$ cat src/rtl/mux_arb_nx1_if.sv
// Valid/ready bundle for the N:1 registered multiplexer.
// slave  = the multiplexer itself, master = the side driving sources and sink.
interface mux_arb_nx1_if #(
  parameter int WIDTH    = 8,
  parameter int CHANNELS = 4
);
  localparam int SELW = (CHANNELS > 2) ? $clog2(CHANNELS) : 1;

  logic [CHANNELS*WIDTH-1:0] in_data;
  logic [CHANNELS-1:0]       in_valid;
  logic [CHANNELS-1:0]       in_ready;
  logic [SELW-1:0]           sel;
  logic [WIDTH-1:0]          out_data;
  logic [SELW-1:0]           out_chan;
  logic                      out_valid;
  logic                      out_ready;

  modport slave (
    input  in_data, in_valid, sel, out_ready,
    output in_ready, out_data, out_chan, out_valid
  );

  modport master (
    output in_data, in_valid, sel, out_ready,
    input  in_ready, out_data, out_chan, out_valid
  );
endinterface

$ cat src/rtl/mux_arb_nx1.sv
// N-channel, W-bit registered multiplexer with explicit-select or
// round-robin grant and a single valid/ready output register.
module mux_arb_nx1 #(
  parameter int WIDTH    = 8,
  parameter int CHANNELS = 4,
  parameter int MODE     = 0
) (
  input  logic           clk,
  input  logic           rst,
  mux_arb_nx1_if.slave   bus
);
  localparam int SELW = (CHANNELS > 2) ? $clog2(CHANNELS) : 1;
  // Channel count at select width + 1 so sel >= CHANNELS is representable.
  localparam logic [SELW:0]   NCH_L   = (SELW+1)'(CHANNELS);
  // Pointer sits on the last channel so channel 0 is searched first.
  localparam logic [SELW-1:0] PTR_RST = SELW'(CHANNELS - 1);

  logic [WIDTH-1:0]    data_q,  data_d;
  logic [SELW-1:0]     chan_q,  chan_d;
  logic                vld_q,   vld_d;
  logic [SELW-1:0]     ptr_q,   ptr_d;

  logic                can_accept;
  logic                rr_vld;
  logic [SELW-1:0]     rr_g;
  logic                gnt_vld;
  logic [SELW-1:0]     gnt;
  logic [CHANNELS-1:0] rdy;
  logic                xfer;
  logic [WIDTH-1:0]    word;

  assign can_accept = !vld_q | bus.out_ready;

  // Round-robin search from ptr+1 around to ptr; the nearest valid wins,
  // so iterate from the farthest offset and let closer hits overwrite.
  always_comb begin
    automatic int idx;
    rr_vld = 1'b0;
    rr_g   = '0;
    for (int k = CHANNELS; k >= 1; k--) begin
      idx = (int'(ptr_q) + k) % CHANNELS;
      if (bus.in_valid[idx]) begin
        rr_vld = 1'b1;
        rr_g   = SELW'(idx);
      end
    end
  end

  // Grant source: explicit select (no grant when out of range) or arbiter.
  always_comb begin
    if (MODE == 0) begin
      gnt_vld = ({1'b0, bus.sel} < NCH_L);
      gnt     = bus.sel;
    end else begin
      gnt_vld = rr_vld;
      gnt     = rr_g;
    end
  end

  // Per-channel ready: one-hot on the grant, killed by backpressure and reset.
  for (genvar i = 0; i < CHANNELS; i++) begin : g_lane
    localparam logic [SELW-1:0] IDX = SELW'(i);
    assign rdy[i] = !rst & can_accept & gnt_vld & (gnt == IDX);
  end

  assign bus.in_ready = rdy;
  assign xfer         = |(rdy & bus.in_valid);

  // AND-OR word select driven by the one-hot ready; avoids any
  // out-of-range part-select when sel points past the last channel.
  always_comb begin
    word = '0;
    for (int i = 0; i < CHANNELS; i++) begin
      word = word | (bus.in_data[i*WIDTH +: WIDTH] & {WIDTH{rdy[i]}});
    end
  end

  // Next state: load on transfer (drain+load keeps valid high), else drain.
  always_comb begin
    data_d = data_q;
    chan_d = chan_q;
    vld_d  = vld_q;
    ptr_d  = ptr_q;
    if (xfer) begin
      data_d = word;
      chan_d = gnt;
      vld_d  = 1'b1;
      if (MODE != 0) ptr_d = gnt;
    end else if (bus.out_ready) begin
      vld_d  = 1'b0;
    end
  end

  // Output register and arbitration pointer; reset drops any held word.
  always_ff @(posedge clk) begin
    if (rst) begin
      data_q <= '0;
      chan_q <= '0;
      vld_q  <= 1'b0;
      ptr_q  <= PTR_RST;
    end else begin
      data_q <= data_d;
      chan_q <= chan_d;
      vld_q  <= vld_d;
      ptr_q  <= ptr_d;
    end
  end

  assign bus.out_data  = data_q;
  assign bus.out_chan  = chan_q;
  assign bus.out_valid = vld_q;
endmodule

$ cat src/flat_wrapper.sv
// flat-port wrapper written by rule: the top's interface ports become plain ports
module mux_arb_nx1_flat 
#(
  parameter int WIDTH    = 8,
  parameter int CHANNELS = 4,
  parameter int MODE     = 0
)
  (clk, rst, bus_in_data, bus_in_valid, bus_sel, bus_out_ready, bus_in_ready, bus_out_data, bus_out_chan, bus_out_valid);
  mux_arb_nx1_if #(.WIDTH(WIDTH), .CHANNELS(CHANNELS)) bus_i ();
  input  logic clk;
  input  logic rst;
  input wire logic [$bits(bus_i.in_data)-1:0] bus_in_data;
  input wire logic [$bits(bus_i.in_valid)-1:0] bus_in_valid;
  input wire logic [$bits(bus_i.sel)-1:0] bus_sel;
  input wire logic [$bits(bus_i.out_ready)-1:0] bus_out_ready;
  output wire logic [$bits(bus_i.in_ready)-1:0] bus_in_ready;
  output wire logic [$bits(bus_i.out_data)-1:0] bus_out_data;
  output wire logic [$bits(bus_i.out_chan)-1:0] bus_out_chan;
  output wire logic [$bits(bus_i.out_valid)-1:0] bus_out_valid;
  assign bus_i.in_data = bus_in_data;
  assign bus_i.in_valid = bus_in_valid;
  assign bus_i.sel = bus_sel;
  assign bus_i.out_ready = bus_out_ready;
  assign bus_in_ready = bus_i.in_ready;
  assign bus_out_data = bus_i.out_data;
  assign bus_out_chan = bus_i.out_chan;
  assign bus_out_valid = bus_i.out_valid;
  mux_arb_nx1 #(.WIDTH(WIDTH), .CHANNELS(CHANNELS), .MODE(MODE)) u_core (.clk(clk), .rst(rst), .bus(bus_i));
endmodule
$ cat config.mk
export PLATFORM = sky130hd
export DESIGN_NAME = mux_arb_nx1_flat
export DESIGN_NICKNAME = d
export VERILOG_FILES = /design/src/rtl/mux_arb_nx1_if.sv /design/src/rtl/mux_arb_nx1.sv /design/src/flat_wrapper.sv
export SDC_FILE = /design/constraint.sdc
export NUM_CORES = 1
export LEC_CHECK = 0
export CAP_MARGIN = 25
export CORE_ASPECT_RATIO = 1.1
export CORE_UTILIZATION = 37
export CTS_CLUSTER_SIZE = 20
export DETAILED_ROUTE_END_ITERATION = 7
export PLACE_DENSITY = 0.95
export SYNTH_ARGS = -nofsm -noshare
export SYNTH_HDL_FRONTEND = slang
export SYNTH_SLANG_ARGS = --single-unit
$ cat constraint.sdc
create_clock -name clk -period 3.5 [get_ports clk]
set_input_delay 0.7 -clock clk [delete_from_list [all_inputs] [get_ports clk]]
set_output_delay 0.7 -clock clk [all_outputs]
set_load 0.02 [all_outputs]
Yosys cells after proc, flatten, opt, wreduce, memory -nomap -nowiden
Cells that the tools add are included.
{"block": "op_classes", "bitwise_logic": 14, "n_reduce_logical": 5, "eq_ne": 3, "mux": 2}
{"cell": "8-bit bitwise AND", "n": 4}
{"cell": "8-bit OR", "n": 3}
{"cell": "1-bit bitwise AND", "n": 5}
{"cell": "4-bit bitwise AND", "n": 1}
{"cell": "2-bit equality test, second input constant", "n": 2}
{"cell": "4-bit OR reduction", "n": 1}
{"cell": "2-bit by 1-bit equality test with 1-bit output, second input constant", "n": 1}
{"cell": "1-bit zero test", "n": 2}
{"cell": "2-bit zero test", "n": 1}
{"cell": "1-bit 2-to-1 mux", "n": 2}
{"cell": "2-bit nonzero test", "n": 1}
{"cell": "1-bit OR", "n": 1}
{"block": "word_totals", "regBits": 11, "wordCells": 27, "out_inout_bits": 15}

Depth between registers and ports, before layout
Gate-level depths: netlist (run 1).
{"block": "logic_depth", "word_depth": 8, "ltp_mapped": 5, "mapped_depth_nobuf": 3}

Worst setup path after synthesis (run 1)
Ideal clock, no wire load.
{"block": "synth_timing", "path_type": "input port to output port", "start": "input port bus_out_ready", "end": "output port bus_in_ready[1]", "required_time_ns": 2.800, "slack_ns": 1.000, "n_path_buf": 1, "t_arrival_ns": 1.800, "stages": 4, "cell_sequence": "nand2b_1 -> clkbuf_1 -> nand2_1 -> nor3b_1"}
{"block": "synth_between", "elab_chain_len": 3}
{"item": "start, declared", "line_no": "flat_wrapper.sv:15", "text": "input wire logic [$bits(bus_i.out_ready)-1:0] bus_out_ready;"}
{"item": "1-bit OR", "line_no": "mux_arb_nx1.sv:32", "text": "assign can_accept = !vld_q | bus.out_ready;"}
{"item": "1-bit bitwise AND (2 in series)", "line_no": "mux_arb_nx1.sv:63", "text": "assign rdy[i] = !rst & can_accept & gnt_vld & (gnt == IDX);"}
{"item": "end, declared", "line_no": "flat_wrapper.sv:16", "text": "output wire logic [$bits(bus_i.in_ready)-1:0] bus_in_ready;"}
No other way between the ends.

Worst setup path in the final report (run 1)
Ends and elaborated chain as after synthesis.

==> results.sh, run 1 <==
export IMPL_status="complete, no violations"
export IMPL_die_h_um=50.2
export IMPL_post_route_period_util=0.857
export IMPL_post_cts_setup_buffers=0
export IMPL_fin_util=0.686
export IMPL_synth_area_leaders="dfxtp_1 (28%), mux4_1 (17%), and4_4 (12%), mux4_2 (12%), a31o_1 (9.0%)"
export IMPL_reg2reg_to="u_core.bus.out_chan[0]"
export IMPL_cap_viol_max_count=0
export IMPL_synth_top_area_frac=0.282
export IMPL_reg2regPathDepth=4
export IMPL_hpwl_um=1740
export IMPL_pin_count=56
export IMPL_synth_adder_area_share=0
export IMPL_yosys_area_top_type="dfxtp_1"
export IMPL_initial_core_util=0.390
export IMPL_row_count=17
export IMPL_maxSlewViolCount=0
export IMPL_ys_seq_area_frac=0.282
export IMPL_synth_compound_area_share=0.109
export IMPL_netSwitchingFraction=0.279
export IMPL_r2r_start="u_core.bus.out_valid"
export IMPL_diodes=0
export IMPL_synth_nets=103
export IMPL_rsz0062_at_grt="false"
export IMPL_clock_sinks=11
export IMPL_crit_required_ns=2.80
export IMPL_layout_nets=160
export IMPL_critical_path_class="input pin to output port"
export IMPL_clock_path_buffers=2
export IMPL_grt_usage=0.203
export IMPL_vias=811
export IMPL_die_area_mm2=0.00230
export IMPL_setup_viol=0
export IMPL_min_path_cells=1
export IMPL_cts_tree="built"
export IMPL_ant_nets=0
export IMPL_drc=0
export IMPL_grt_overflow=0
export IMPL_synth_distinct_cells=23
export IMPL_synthSimpleGateAreaFrac=0.229
export IMPL_hp_start="u_core.bus.out_data[7]"
export IMPL_power_frac_clock=0.221
export IMPL_crit_arrival_ns=2.30
export IMPL_cts_max_level=1
export IMPL_synth_xor_area_frac=0
export IMPL_combPwrFrac=0.409
export IMPL_core_area_mm2=0.00200
export IMPL_cts_root_buffer="clkbuf_4"
export IMPL_wire_per_inst_um=14.2
export IMPL_tightest_slew_ns=0.336
export IMPL_relSlewSlack=0.775
export IMPL_p_seq_frac=0.370
export IMPL_hold_class="register to register"
export IMPL_hold_viol_final=0
export IMPL_area_growth_pct=75.8
export IMPL_port_buffers=55
export IMPL_via_per_inst=5.55
export IMPL_fin_crit_ns=3.00
export IMPL_p_sw_uw=110
export IMPL_grt_pass1_wl_um=3390
export IMPL_grt_antenna_before_repair=0
export IMPL_firstDrtPassIters=4
export IMPL_path_clk_slew_ns=0.07
export IMPL_post_cts_resized=0
export IMPL_crit_path_start_kind="input pin"
export IMPL_netlist_instances=62
export IMPL_finalClockSkew_ns=0.00395
export IMPL_hold_end="u_core.bus.out_data[7]"
export IMPL_drive_above_1_share=0.195
export IMPL_grt_pass1_vias=835
export IMPL_multi_input_comb_area_um2=507
export IMPL_p_leak_nw=0.518
export IMPL_p_per_area_mw_per_mm2=287
export IMPL_timing_fmax_mhz=333
export IMPL_clock_insertion_delay_worst_skew_ns=0.27
export IMPL_synth_area_mux_share=0.311
export IMPL_grt_start_max_net_pins=21
export IMPL_finalWirelength_um=2080
export IMPL_die_w_um=45.8
export IMPL_rrSetupSlack_ns=2.26
export IMPL_n_fill_cell=143
export IMPL_ys_ff_latch=11
export IMPL_gp_congestion=0.788
export IMPL_syn_area_per_cell_um2=12.6
export IMPL_cts_hold_buffers=0
export IMPL_setup_tns_ns=0
export IMPL_ir_worst_vdd_v=0.000143
export IMPL_drtIter0Drc=8
export IMPL_cts_buffers=3
export IMPL_yosysWarnings=0
export IMPL_internal_power_uw=284
export IMPL_regArea_um2=220
export IMPL_worstPathMaxFanout=3
export IMPL_synth_top_family_by_area="multiplexers"
export IMPL_syn_area_um2=781
export IMPL_cp_end_kind="output port"
## cell type report
class                   instances  share of cell area
clock buffers                   4              0.0191
inverters                       1             0.00273
multi-input cells              43               0.369
flip-flops and latches         11               0.160
well taps                      28              0.0255
repair buffers                 59               0.423
## power groups by stage
stage | Clock, mW | Sequential, mW | Combinational, mW
final | 0.0870 | 0.146 | 0.161
after global routing | 0.0952 | 0.147 | 0.171
after CTS | 0.0868 | 0.146 | 0.162
after detailed placement | 0 | 0.149 | 0.161
after global placement | 0 | 0.148 | 0.157
after floorplan | 0 | 0.163 | 0.0647
## sequential cells by signal, summed over array words and instances, names as in the netlist
name	cells
u_core.bus.out_chan	2
u_core.bus.out_data	8
u_core.bus.out_valid	1
## critical path: stages
cell and delay [ns]:
clkdlybuf4s50_1 0.48, nand2b_1 0.16, nand2_1 0.11, nor3b_1 0.21, clkdlybuf4s50_1 0.64
## cell usage after synthesis (all sizes together)
cell type  instances
nand2b             1
mux2               1
mux4               9
nor2               3
nor3b              2
a31oi              1
nor3               1
buf                4
and4              10
a31o               9
inv                1
nand3              1
nor4               2
nor2b              1
dfxtp             11
clkbuf             3
nand2              1
mux2i              1
## kinds of logic after synthesis
family | after synthesis
compound gates | 10
buf+inv | 8
flops | 11
mux | 11
simple gates | 22
## per-stage QoR
stage	setup slack, ns	hold WS (ns)	cell area (µm²)	power [mW]	cells
floorplan	1.00	0.573	781	0.228	62
global placement	0.531	0.462	1350	0.305	142
detailed placement	0.517	0.471	1350	0.310	142
CTS	0.489	0.487	1370	0.394	146
global route	0.395	0.506	1370	0.414	146
finish	0.500	0.484	1370	0.393	146
## routing by layer
layer | track usage | wire (µm) | vias to the layer above
met2 | 0.338 | 1050 | 49
met1 | 0.222 | 790 | 380
met5 | 0 | 0 | -
met3 | 0.0396 | 162 | 9
met4 | 0.142 | 78 | 0
li1 | - | - | 373
## cell usage in the layout, fill, tap and decap left out
master,instances
mux4_2,4
and4_2,1
a31o_1,8
nor2_1,3
nand3_2,1
mux2i_1,1
and4_4,8
nor3b_1,2
clkbuf_1,1
buf_4,4
inv_1,1
and4_1,1
nor2b_1,1
nor3_1,1
clkdlybuf4s50_1,55
a31oi_1,1
nand2b_1,1
nand2_1,1
clkbuf_4,3
dfxtp_1,11
nor4_1,2
a31o_2,1
mux2_2,1
mux4_1,5
## worst max-delay path by stage
| stage | slack [ns] | start | end | cells after the start |
|---|---|---|---|---|
| global placement | 0.53 | bus_out_ready | bus_in_ready[1] | 5 |
| floorplan | 1.0 | bus_out_ready | bus_in_ready[1] | 4 |
| detailed placement | 0.52 | bus_out_ready | bus_in_ready[1] | 5 |
| CTS | 0.49 | bus_out_ready | bus_in_ready[1] | 5 |
| finish | 0.50 | bus_out_ready | bus_in_ready[1] | 5 |
| global route | 0.39 | bus_out_ready | bus_in_ready[1] | 5 |
Note: power is estimated with default switching activity, not from simulation.
==> run 2, diff against run 1 <==
--- a/config.mk
+++ b/config.mk
@@ -10,6 +10,7 @@
 export CORE_UTILIZATION = 37
 export CTS_CLUSTER_SIZE = 20
 export DETAILED_ROUTE_END_ITERATION = 7
+export HOLD_SLACK_MARGIN = 0.08
 export PLACE_DENSITY = 0.95
 export SYNTH_ARGS = -nofsm -noshare
 export SYNTH_HDL_FRONTEND = slang
==> constraint.sdc (replaced) <==
create_clock -name clk -period 3.7 [get_ports clk]
set_input_delay 0.74 -clock clk [delete_from_list [all_inputs] [get_ports clk]]
set_output_delay 0.74 -clock clk [all_outputs]
set_load 0.02 [all_outputs]
==> results.sh, run 2 (synthesis gave the netlist of run 1 again) <==
export IMPL_crit_path_max_incr_delay_ns=0.65
export IMPL_cap_viol_max_count=0
export IMPL_cts_max_level=1
export IMPL_critical_path_class="input pin to output port"
export IMPL_crit_path_start_kind="input pin"
export IMPL_vias=795
export IMPL_dp_cells=142
export IMPL_worstPathMaxFanout=3
export IMPL_cts_tree="built"
export IMPL_die_w_um=45.8
export IMPL_wire_per_inst_um=13.8
export IMPL_status="complete, no violations"
export IMPL_fin_crit_ns=3.13
export IMPL_min_path_cells=1
export IMPL_tightest_slew_ns=0.367
export IMPL_ir_worst_vdd_v=0.000155
export IMPL_route_met3_wl_um=158
export IMPL_initial_core_util=0.390
export IMPL_grt_start_max_net_pins=21
export IMPL_relSlewSlack=0.755
export IMPL_combPwrFrac=0.412
export IMPL_hpwl_um=1710
export IMPL_grt_usage=0.190
export IMPL_clock_insertion_delay_worst_skew_ns=0.26
export IMPL_port_buffers=55
export IMPL_cp_end_kind="output port"
export IMPL_ant_nets=0
export IMPL_rsz0062_at_grt="false"
export IMPL_drive_above_1_share=0.195
export IMPL_p_per_area_mw_per_mm2=270
export IMPL_dp_slack_ns=0.573
export IMPL_final_cell_area_mm2=0.00137
export IMPL_p_sw_uw=102
export IMPL_row_count=17
export IMPL_clock_path_buffers=2
export IMPL_placed_area_mm2=0.00135
export IMPL_cts_hold_buffers=0
export IMPL_routed_top_layer="met4"
export IMPL_drtIter0Drc=10
export IMPL_reg2regPathDepth=4
export IMPL_crit_slowest_cell="clkdlybuf4s50_1"
export IMPL_total_power_uw=370
export IMPL_p_seq_frac=0.371
export IMPL_path_clk_slew_ns=0.06
export IMPL_area_growth_pct=75.8
export IMPL_power_frac_clock=0.217
export IMPL_drt_met1_wl_um=793
export IMPL_layout_commonest_cell="clkdlybuf4s50_1"
export IMPL_die_area_mm2=0.00230
export IMPL_setup_tns_ns=0
export IMPL_wl_met2_um=1040
export IMPL_grt_overflow=0
export IMPL_path_depth=5
export IMPL_timing_fmax_mhz=320
export IMPL_internal_power_uw=268
export IMPL_core_area_mm2=0.00200
export IMPL_diodes=0
export IMPL_maxSlewViolCount=0
export IMPL_crit_arrival_ns=2.39
export IMPL_gp_congestion=0.810
export IMPL_die_h_um=50.2
export IMPL_finalClockSkew_ns=0.00536
export IMPL_clock_sinks=11
export IMPL_most_common_layout_cells="clkdlybuf4s50_1 (55), dfxtp_1 (11), and4_4 (8), a31o_1 (8), mux4_1 (5)"
export IMPL_grt_antenna_before_repair=0
export IMPL_setup_viol=0
export IMPL_drc=0
export IMPL_grt_pass1_wl_um=3240
export IMPL_netSwitchingFraction=0.276
export IMPL_hold_class="register to register"
export IMPL_grt_pass1_vias=804
export IMPL_holdWs_ns=0.474
export IMPL_post_cts_resized=0
export IMPL_cp_num_buf_inv=2
export IMPL_fin_util=0.686
export IMPL_pin_count=56
export IMPL_largest_reg_flops=8
export IMPL_crit_required_ns=2.96
export IMPL_firstDrtPassIters=4
export IMPL_hold_viol_final=0
export IMPL_fin_ws_ns=0.573
export IMPL_final_cells=146
export IMPL_post_route_period_util=0.845
export IMPL_via_per_inst=5.45
export IMPL_cts_buffers=3
export IMPL_cpLargestDelayFamily="buffers and inverters"
export IMPL_critPathMostFrequentCell="clkdlybuf4s50_1"
export IMPL_finalWirelength_um=2020
export IMPL_p_leak_nw=0.518
export IMPL_worstPathCellList="clkdlybuf4s50_1, nand2b_1, nand2_1, nor3b_1, clkdlybuf4s50_1"
export IMPL_layout_nets=160
export IMPL_post_cts_setup_buffers=0
export IMPL_cts_root_buffer="clkbuf_4"
run 2: layout make-up:
cell class,instances,area (µm²)
inverters,1,3.75
multi-input cells,43,507
fillers,140,627
well taps,28,35.0
clock buffers,4,26.3
repair buffers,59,581
flip-flops and latches,11,220
run 2: worst register-to-register path: cells and delay by family, from the launching register on:
kind	cells	cell delay (ns)
AND/OR/NAND/NOR	2	0.30
AO/OA/AOI/OAI	1	0.30
buffers and inverters	1	0.18
flip-flops	1	0.33
run 2: path summary, 6_finish.rpt:
check | slack, ns | startpoint | to
hold reg to reg | 0.47 | u_core.bus.out_data[6] | u_core.bus.out_data[6]
setup / recovery | 0.57 | bus_out_ready | bus_in_ready[2]
setup reg to reg | 2.49 | u_core.bus.out_valid | u_core.bus.out_chan[0]
hold / removal | 0.47 | u_core.bus.out_data[6] | u_core.bus.out_data[6]
run 2: metal layers:
layer  track usage  up-vias
li1              -      374
met2         0.348       44
met3        0.0144        4
met4        0.0735        0
met1         0.219      373
met5             0        -
run 2: power by group through the flow:
stage | clock network [mW] | registers, mW | logic [mW]
final | 0.0803 | 0.137 | 0.152
after global routing | 0.0876 | 0.139 | 0.161
after CTS | 0.0812 | 0.138 | 0.153
after detailed placement | 0 | 0.140 | 0.152
after global placement | 0 | 0.140 | 0.148
after floorplan | 0 | 0.154 | 0.0612
